`config.mk`:
```
export PLATFORM = sky130hd
export DESIGN_NAME = bidi_bus_ctrl
export DESIGN_NICKNAME = d
export VERILOG_FILES = /design/src/rtl/bidi_bus_ctrl.sv
export SDC_FILE = /design/constraint.sdc
export NUM_CORES = 1
export LEC_CHECK = 0
export ABC_AREA = 1
export CAP_MARGIN = 25
export CORE_MARGIN = 8
export CORE_UTILIZATION = 49
export CTS_CLUSTER_SIZE = 12
export DETAILED_ROUTE_END_ITERATION = 10
export PLACE_DENSITY = 0.84
export SLEW_MARGIN = 20
export SYNTH_ARGS = -nofsm -noshare
export SYNTH_HDL_FRONTEND = slang
export SYNTH_SLANG_ARGS = --single-unit
```
`constraint.sdc`:
```
create_clock -name clk -period 3.4 [get_ports clk]
set_input_delay 0.34 -clock clk [delete_from_list [all_inputs] [get_ports clk]]
set_output_delay 0.34 -clock clk [all_outputs]
set_load 0.05 [all_outputs]
```
`src/rtl/bidi_bus_ctrl.sv`:
```
// Bidirectional shared-bus controller: arbitrates level write/read requests onto one
// tristate pad bus and inserts released turnaround cycles on every direction change.
module bidi_bus_ctrl #(
  parameter int DWIDTH    = 8,
  parameter int TA_CYC    = 2,
  parameter int MAX_BURST = 4
) (
  input  logic              clk,
  input  logic              reset,
  input  logic              wr_req,
  input  logic [DWIDTH-1:0] wr_data,
  output logic              wr_ack,
  input  logic              rd_req,
  output logic              rd_ack,
  output logic [DWIDTH-1:0] rd_data,
  output logic [DWIDTH-1:0] bus_t,
  output logic [DWIDTH-1:0] bus_i,
  input  logic [DWIDTH-1:0] bus_o,
  output logic              busy
);

  typedef enum logic [2:0] {IDLE_RX, IDLE_TX, TURN, WRITE, READ} state_t;

  localparam logic [3:0] TA_LOAD   = 4'(TA_CYC - 1);
  localparam logic [3:0] BURST_LIM = 4'(MAX_BURST);

  state_t            state_q;
  logic              turn_wr_q;
  logic [3:0]        ta_cnt_q;
  logic [3:0]        burst_cnt_q;
  logic [3:0]        burst_cnt_d;
  logic              bus_t_q;
  logic [DWIDTH-1:0] bus_i_q;
  logic [DWIDTH-1:0] rd_data_q;
  logic              wr_ack_q;
  logic              rd_ack_q;
  logic              busy_q;

  logic idle;
  logic in_tx;
  logic wr_pend;
  logic rd_pend;
  logic same_pend;
  logic opp_pend;
  logic rest;
  logic grant_same;
  logic grant_opp;
  logic grant_wr;
  logic grant_rd;

  always_comb begin
    idle        = (state_q == IDLE_RX) || (state_q == IDLE_TX);
    in_tx       = (state_q == IDLE_TX);
    wr_pend     = wr_req & ~wr_ack_q;
    rd_pend     = rd_req & ~rd_ack_q;
    same_pend   = in_tx ? wr_pend : rd_pend;
    opp_pend    = in_tx ? rd_pend : wr_pend;
    // The rd_ack cycle grants nothing, so a read burst is not broken by the masked rd_req.
    rest        = (state_q == IDLE_RX) && rd_ack_q;
    grant_same  = 1'b0;
    grant_opp   = 1'b0;
    burst_cnt_d = burst_cnt_q;
    if (idle && !rest) begin
      burst_cnt_d = '0;
      if (same_pend && !(opp_pend && (burst_cnt_q == BURST_LIM))) begin
        grant_same = 1'b1;
        if (opp_pend) begin
          burst_cnt_d = burst_cnt_q + 4'd1;
        end
      end else if (opp_pend) begin
        grant_opp = 1'b1;
      end
    end else if (rest && !opp_pend) begin
      burst_cnt_d = '0;
    end
    grant_wr = in_tx ? grant_same : grant_opp;
    grant_rd = in_tx ? grant_opp  : grant_same;
  end

  always_ff @(posedge clk or posedge reset) begin
    if (reset) begin
      state_q     <= IDLE_RX;
      turn_wr_q   <= 1'b0;
      ta_cnt_q    <= '0;
      burst_cnt_q <= '0;
      bus_t_q     <= 1'b1;
      bus_i_q     <= '0;
      rd_data_q   <= '0;
      wr_ack_q    <= 1'b0;
      rd_ack_q    <= 1'b0;
      busy_q      <= 1'b0;
    end else begin
      wr_ack_q    <= 1'b0;
      rd_ack_q    <= 1'b0;
      burst_cnt_q <= burst_cnt_d;
      case (state_q)
        IDLE_RX, IDLE_TX: begin
          if (grant_wr) begin
            bus_i_q   <= wr_data;
            turn_wr_q <= 1'b1;
            busy_q    <= 1'b1;
            if (in_tx) begin
              state_q  <= WRITE;
              wr_ack_q <= 1'b1;
            end else begin
              state_q  <= TURN;
              ta_cnt_q <= TA_LOAD;
            end
          end else if (grant_rd) begin
            turn_wr_q <= 1'b0;
            busy_q    <= 1'b1;
            bus_t_q   <= 1'b1;
            if (in_tx) begin
              state_q  <= TURN;
              ta_cnt_q <= TA_LOAD;
            end else begin
              state_q <= READ;
            end
          end
        end
        TURN: begin
          if (ta_cnt_q == 4'd0) begin
            if (turn_wr_q) begin
              state_q  <= WRITE;
              bus_t_q  <= 1'b0;
              wr_ack_q <= 1'b1;
            end else begin
              state_q <= READ;
            end
          end else begin
            ta_cnt_q <= ta_cnt_q - 4'd1;
          end
        end
        WRITE: begin
          state_q <= IDLE_TX;
          busy_q  <= 1'b0;
        end
        READ: begin
          state_q   <= IDLE_RX;
          rd_data_q <= bus_o;
          rd_ack_q  <= 1'b1;
          busy_q    <= 1'b0;
        end
        default: begin
          state_q <= IDLE_RX;
          bus_t_q <= 1'b1;
          busy_q  <= 1'b0;
        end
      endcase
    end
  end

  // One tristate flop fans out to every pad so the bits can never disagree.
  for (genvar gi = 0; gi < DWIDTH; gi++) begin : g_bus_t
    assign bus_t[gi] = bus_t_q;
  end

  assign bus_i   = bus_i_q;
  assign rd_data = rd_data_q;
  assign wr_ack  = wr_ack_q;
  assign rd_ack  = rd_ack_q;
  assign busy    = busy_q;

endmodule

```
==> metrics <==
largest cells by area after synthesis dfrtp_1 45%, nand2_1 17%, inv_1 4.1%; cts bufs inserted 5; # rows 21; CTS clk-pin slew, worst paths 0.10 ns; hold_buf cts 0; post-synthesis cell count 212; drt total wl 3.64 mm; minimum clock period 2.11 ns; crit end category output port; Critical Path RT 3.06 ns; Max-Slew Margin vs Limit 59.3%; status finished, final reports clean; Root Driver clkbuf_4; TritonCTS clock tree yes; commonest non-fill, non-tap cell in the layout nand2_1; per-cell routed wire length 12.0 um; DP HPWL 2.88 mm; Cell variety after synth 30; most frequent cells in the layout 78 x nand2_1, 46 x clkdlybuf4s50_1, 31 x dfrtp_1; clock sink total 32; final clock skew 0.00663 ns; Final GP Congestion 0.861; share of post-route cells with drive strength above 1 14.3%; Crit path largest cell delay 0.83 ns; DP Worst Slack 1.48 ns; fmax 0.475 GHz; Vias 1,483; mapped cell area 0.00174 mm^2; final hold vios 0; CTS Buffer Depth 2; Max FO, Critical Path 9; share of the synthesized area in the top cell type 44.7%; Starting Density 51.6%; WP buf/inv 1; Post-CTS Resized 0; Setup Buffers After CTS 0; die width 75.5 um; Tot GR Track Use 14.6%; Synth Net Count 236; H-Tree Depth 2; final instance area 0.00227 mm^2; Hold Crit Class input pin to asynchronous set/reset pin; die area 0.00570 mm^2; Critical Path Slowest Stage Cell clkdlybuf4s50_1; vias in the first global route 1,482; Worst-Margin Slew 0.610 ns; Vias/cell 4.88; Yosys reg bits 32; Pleak 0.00113 uW; worst path cell trace clkdlybuf4s50_1; boundary pin count 47; Die H 75.5 um; post-route setup TNS 0 ns; CP Launch Type flop; Yosys top cell by area dfrtp_1; DR pass1 iterations 4; Antenna Cells 0; P&R area growth vs syn 30.6%; sequential fraction of the synthesis area 46.2%; Setup Viol. Count Final 0; antenna violations before repair 0; core box area 0.00336 mm^2; first-pass GRT wire length 6.47 mm; Crit Path Class flop to output port; Fillers 303; remaining antenna violation count after routing 0; unrepaired setup endpoints after global routing false; initial drt markers 76; Residual DRC 0; data arrival time of the worst path 1.77 ns; max-cap viol count 0; max-slew violations 0; port buffer count 46; synthesized area per cell 8.19 um^2; Syn. warnings 0; worst vdd ir 0.636 mV; Tcrit/Tclk final 61.9%; Util after Layout 67.4%; Pwr per Cell Area 1140 mW/mm^2; worst-skew pair later-pin latency 0.32 ns; layout net count 282; Final Worst Setup Slack 1.29 ns; Worst path top cell family by delay buffers and inverters; largest net degree at the start of global routing 18; placed cell areas 0.00220 mm^2; grt total ovfl 0
## synth_stat cells, drive strengths merged
| cell | n |
|---|---|
| xnor2 | 2 |
| nand4 | 1 |
| nor3 | 3 |
| nand3 | 19 |
| o22ai | 1 |
| ha | 4 |
| nand2 | 85 |
| dfstp | 1 |
| dfrtp | 31 |
| o211ai | 1 |
| a21oi | 3 |
| buf | 8 |
| o31ai | 1 |
| and3 | 1 |
| o21ai | 6 |
| clkinv | 1 |
| xor2 | 1 |
| nor2 | 18 |
| inv | 25 |
## registers in the layout, summed over array words and instances, names as in the netlist
signal,cells
bus_t_q,1
burst_cnt_q,4
busy,1
rd_ack,1
state_q,3
turn_wr_q,1
wr_ack,1
rd_data,8
bus_i,8
ta_cnt_q,4
## final cells by class
type / count / area, um^2 / share of cell area (%)
clock buffer: 7 / 65.1 / 2.87
inverter: 26 / 100 / 4.42
multi-input combinational: 146 / 773 / 34.1
sequential: 32 / 802 / 35.4
tap: 46 / 57.6 / 2.54
timing repair buffer: 47 / 468 / 20.7
## path summary, 6_finish.rpt
path | to | cells after the start | from | slack, ns
max | bus_t[2] | 1 | bus_t_q | 1.29
min | bus_i[4] | 2 | reset | 0.38
max reg2reg | ta_cnt_q[2] | 11 | burst_cnt_q[0] | 1.75
min reg2reg | bus_i[6] | 2 | bus_i[6] | 0.48
max in group asynchronous | burst_cnt_q[1] | 3 | reset | 2.38
min in group clk | bus_i[6] | 2 | bus_i[6] | 0.48
## per-layer routing
layer  wire length [um]  vias up  global-route usage [%]
li1                   -      748                       -
met1               1720      679                    18.0
met2               1560       54                    22.6
met3                334        2                    6.45
met4                 29        0                    3.84
met5                  0        -                       0
## where the power goes
part / switching [uW] / internal, uW / total [uW] / leakage (uW)
clock: 122 / 117 / 239 / 0.0000374
combinational: 1150 / 527 / 1680 / 0.000685
sequential: 115 / 546 / 660 / 0.000409
total: 1390 / 1190 / 2580 / 0.00113
## through the flow
stage | power, uW | hold slack (ns) | cells
after floorplan | 1930 | 0.450 | 212
after global placement | 2320 | 0.454 | 297
after detailed placement | 2350 | 0.463 | 297
after CTS | 2600 | 0.388 | 304
after global routing | 2780 | 0.467 | 304
final | 2580 | 0.384 | 304
## logic make-up after synthesis
kind of cell,after synthesis,synth area share (%)
and+or+nand+nor,127,36.1
buffers and inverters,34,9.23
DFF,32,46.2
AOI/OAI and AO/OA,12,4.04
adders and majority gates,4,2.88
xor gates and xnor gates,3,1.51
Note: power is estimated with default switching activity, not from simulation.
